### src/rtl/ledwalker_n.sv
// Single-LED walker over NLEDS outputs with programmable step interval and bounce/wrap modes.
// Optional PWM dimming is enabled by defining LEDWALKER_PWM_EN (adds i_bright).
module ledwalker_n #(
    parameter int NLEDS = 8,
    parameter int DW    = 24,
    parameter int PW    = (NLEDS > 1) ? $clog2(NLEDS) : 1
) (
    input  logic             i_clk,
    input  logic             i_reset,
    input  logic             i_en,
    input  logic             i_mode,
    input  logic [DW-1:0]    i_div,
`ifdef LEDWALKER_PWM_EN
    input  logic [3:0]       i_bright,
`endif
    output logic [NLEDS-1:0] o_led,
    output logic [PW-1:0]    o_pos,
    output logic             o_step
);

    typedef enum logic {
        DIR_UP   = 1'b0,
        DIR_DOWN = 1'b1
    } dir_t;

    localparam logic [PW-1:0] LAST = PW'(NLEDS - 1);

    logic [DW-1:0]    r_cnt;
    logic [PW-1:0]    r_pos;
    logic [NLEDS-1:0] r_pattern;
    logic             r_step;
    dir_t             r_dir;

    dir_t             w_dir_nxt;
    logic [PW-1:0]    w_pos_nxt;
    logic             w_expire;

    assign w_expire = i_en && (r_cnt == '0);

    // Reload happens only on expiry, so a new i_div never cuts an in-flight count short.
    always_ff @(posedge i_clk or posedge i_reset) begin
        if (i_reset) begin
            r_cnt <= '0;
        end else if (i_en) begin
            if (r_cnt == '0) begin
                r_cnt <= i_div;
            end else begin
                r_cnt <= r_cnt - DW'(1);
            end
        end
    end

    always_ff @(posedge i_clk or posedge i_reset) begin
        if (i_reset) begin
            r_dir     <= DIR_UP;
            r_pos     <= '0;
            r_pattern <= NLEDS'(1);
            r_step    <= 1'b0;
        end else begin
            r_dir     <= w_dir_nxt;
            r_pos     <= w_pos_nxt;
            r_pattern <= NLEDS'(1) << w_pos_nxt;
            r_step    <= w_expire;
        end
    end

    always_comb begin
        w_dir_nxt = r_dir;
        w_pos_nxt = r_pos;
        // Wrap mode pins direction to UP so a later switch to bounce starts upward.
        if (i_mode) begin
            w_dir_nxt = DIR_UP;
        end
        if (w_expire) begin
            if (NLEDS == 1) begin
                w_pos_nxt = '0;
            end else if (i_mode) begin
                w_pos_nxt = (r_pos == LAST) ? '0 : r_pos + PW'(1);
            end else begin
                case (r_dir)
                    DIR_UP: begin
                        if (r_pos < LAST) begin
                            w_pos_nxt = r_pos + PW'(1);
                        end else begin
                            w_pos_nxt = r_pos - PW'(1);
                            w_dir_nxt = DIR_DOWN;
                        end
                    end
                    DIR_DOWN: begin
                        if (r_pos > '0) begin
                            w_pos_nxt = r_pos - PW'(1);
                        end else begin
                            w_pos_nxt = r_pos + PW'(1);
                            w_dir_nxt = DIR_UP;
                        end
                    end
                    default: begin
                        w_pos_nxt = r_pos;
                        w_dir_nxt = DIR_UP;
                    end
                endcase
            end
        end
    end

`ifdef LEDWALKER_PWM_EN
    logic [3:0] r_pwm;
    logic       w_pwm_on;

    always_ff @(posedge i_clk or posedge i_reset) begin
        if (i_reset) begin
            r_pwm <= '0;
        end else begin
            r_pwm <= r_pwm + 4'd1;
        end
    end

    assign w_pwm_on = (r_pwm < i_bright);
    assign o_led    = r_pattern & {NLEDS{w_pwm_on}};
`else
    assign o_led    = r_pattern;
`endif

    assign o_pos  = r_pos;
    assign o_step = r_step;

`ifdef FORMAL
    always_comb begin
        if (!i_reset) begin
`ifdef LEDWALKER_PWM_EN
            assert ($onehot0(o_led));
`else
            assert ($onehot(o_led));
`endif
            assert (r_pos <= LAST);
        end
    end

    property p_dir_up_in_wrap;
        @(posedge i_clk) disable iff (i_reset) $past(i_mode) |-> (r_dir == DIR_UP);
    endproperty
    a_dir_up_in_wrap: assert property (p_dir_up_in_wrap);
`endif

endmodule

### config.mk
export PLATFORM = sky130hd
export DESIGN_NAME = ledwalker_n
export DESIGN_NICKNAME = d
export VERILOG_FILES = /design/src/rtl/ledwalker_n.sv
export SDC_FILE = /design/constraint.sdc
export NUM_CORES = 1
export LEC_CHECK = 0
export BUFFER_PORTS_ARGS = -buffer_cell sky130_fd_sc_hd__buf_2
export CORE_UTILIZATION = 45
export CTS_CLUSTER_DIAMETER = 60
export DETAILED_ROUTE_END_ITERATION = 10
export PLACE_DENSITY = 0.67
export SKIP_LAST_GASP = 1
export SLEW_MARGIN = 20
export SYNTH_ARGS = -nofsm -noshare
export SYNTH_HDL_FRONTEND = slang
export SYNTH_SLANG_ARGS = --single-unit
### constraint.sdc
create_clock -name i_clk -period 3.03 [get_ports i_clk]
set_input_delay 0.303 -clock i_clk [delete_from_list [all_inputs] [get_ports i_clk]]
set_output_delay 0.303 -clock i_clk [all_outputs]
set_load 0.02 [all_outputs]
==> impl_metrics.ini <==
[run_status]
outcome = finished, final reports clean

[yosys]
yosys_register_bits = 37
synth_area_leaders = dfrtp_1 (43%), o21ai_0 (5.8%), nand2_1 (3.6%)
ys_types = 50
syn_inst = 227
syn-num-nets = 260
yosysTopAreaCell = dfrtp_1
synth_area_sq_um = 2090
syn_area_per_cell_sq_um = 9.19
synth_flop_cell = dfrtp_1
ys_async_sr_fraction_pct = 100
synth_top_area_share_pct = 43.2
yosysWarnings = 0
synth_edf_count = 0
seq_area_frac_synth_pct = 44.5

[worst_setup_path]
rr_worst_depth = 8
critPathLaunchType = flop
crit_fanout = 7
setup.worst_path.end_class = flop
path_class = flop to flop
critical_path_required_ps = 3210
critPathArrivalTime_ps = 2730

[pwr]
p_total_mw = 1.48
leakage_nw = 1.18
cellPowerDensity_nw_per_um2 = 611
vdd_ir_drop_max_mv = 0.417

[clock_network]
htree_levels = 2
numCtsBuffers = 5
clkTransAtPathRegs_ps = 80
cts.sinks = 37
tritoncts = yes
post_cts_buffers = 0
cts_hold_buf = 0
post_cts_resized = 0
clock_latency_ps = 290
clock_path_buffers = 2
root_buffer = clkbuf_8

[finish]
utilization_pct = 55.0
n_antenna_cell = 0
seqCellArea_sq_um = 927
instances_no_fill = 324
area_growth_pct = 16.4
layout_common_cells = buf_2 (39), dfrtp_1 (36), o21ai_0 (24)
drive_gt1_share_pct = 23.5
fillers = 396
final_common_cell = buf_2
multi_input_area_sq_um = 1060
final_nets = 304

[placed_design]
gp_congestion = 0.788
dp.final_hpwl_um = 3320
port_buffers = 39
numPlacedInstances = 316

[floorplan]
core_region_area_sq_um = 4410
rows = 24
die_y_um = 70.1
die_w_um = 70.1
die-area_sq_um = 4910
ios = 40
start_util_pct = 47.3

[sta]
period_needed_ps = 2550
rsz0062_at_grt = no
finalSetupViolCount = 0
hold_viol = 0
fmax_mhz = 392
setup_tns_ps = 0
worst_pin_slew_ps = 656
finalCritPeriodShare_pct = 84.2
maxSlewViolCount = 0
slew_headroom_pct = 55.8
fin_worst_skew_ps = 4.95

[hold_path]
hp-class = input port to async pin

[routing]
wl_per_cell_um = 14.3
vias = 1844
wirelength_um = 4640
avgViaCountPerCell = 5.69
drtPass1Iterations = 4
drtAntennaViolNets = 0
drtIter0Drc = 153
drcViolationCount = 0

[grt]
grt_start_max_net_pins = 38
grt_pass1_wl_um = 7770
gr-total-overflow = 0
grtUsageTotal_pct = 20.0
antenna_found_initial = 0
grt_pass1_vias = 1656

[run]
maxCapViolCount = 0
## layer usage
metal	track usage, %	up-vias	share of wire [%]
met5	0	-	0
met4	6.22	0	0.88
met3	4.76	4	5.8
met2	28.8	42	44
met1	29.5	872	49
li1	-	926	-
## synthesized netlist by cell type, types with 3 or more instances
cell type  instances
nor4_1             4
nand4_1            4
o31ai_1            5
and3_1             3
mux2i_1            5
nand2_1           20
nor3_1             9
clkbuf_1           4
inv_1             15
a311oi_1           3
a22oi_1            5
dfrtp_1           36
or3_1              5
a21oi_1            8
ha_1               5
nor2_1            19
nor3b_1            3
nand3_1            8
o21ai_0           24
## state kept, by name, indices dropped and copies added, names as in the netlist
signal,flops
r_dir,1
o_step,1
r_cnt,24
o_pos,3
o_led,8
## worst paths after layout
kind / startpoint / endpoint / slack, ps
worst min-delay path: i_reset / o_led[6]$_DFF_PP0_ / 110
worst max-delay path: r_cnt[0]$_DFFE_PP0P_ / o_led[7]$_DFF_PP0_ / 480
worst min register to register: r_cnt[14]$_DFFE_PP0P_ / r_cnt[14]$_DFFE_PP0P_ / 500
max in group asynchronous: i_reset / o_led[0]$_DFF_PP1_ / 2570
worst max register to register: r_cnt[0]$_DFFE_PP0P_ / o_led[7]$_DFF_PP0_ / 480
min in group i_clk: i_div[19] / r_cnt[19]$_DFFE_PP0P_ / 220
## stage by stage
| stage | worst slack, ps | hold slack, ps | instance area, sq um |
|---|---|---|---|
| after floorplan | 819 | 376 | 2090 |
| final | 480 | 108 | 2430 |
| after global placement | 712 | 439 | 2340 |
| after detailed placement | 560 | 436 | 2340 |
| after CTS | 490 | 120 | 2430 |
| after global routing | 258 | 162 | 2430 |
## worst max-delay path: stages (launching register included)
cell and delay (ps):
dfrtp_1 390, inv_1 80, ha_1 160, nor4b_2 430, nand4_1 350, o41ai_1 500, o21a_1 280, inv_2 80
and3_1 180
## power breakdown
part           internal, mW  total, mW  switching (mW)  leakage [nW]
Combinational         0.180      0.418           0.238         0.652
Clock                 0.159      0.340           0.181        0.0439
Sequential            0.600      0.727           0.126         0.486
## area by class of cell
| class | instances | area share, % |
|---|---|---|
| multi-input cells | 167 | 43.5 |
| clock inverters | 3 | 0.722 |
| repair buffers | 44 | 9.59 |
| inverters | 16 | 2.47 |
| well taps | 52 | 2.68 |
| flip-flops and latches | 37 | 38.2 |
| clock buffers | 5 | 2.84 |
## cells by family after synthesis
family / after synthesis / synth area share, %
AOI/OAI and AO/OA: 62 / 19.3
adders and majority gates: 5 / 3.00
buffers and inverters: 23 / 4.92
DFF: 37 / 44.5
muxes: 7 / 3.48
and+or+nand+nor: 93 / 24.9
No activity file was read; power rests on OpenSTA's default activity.
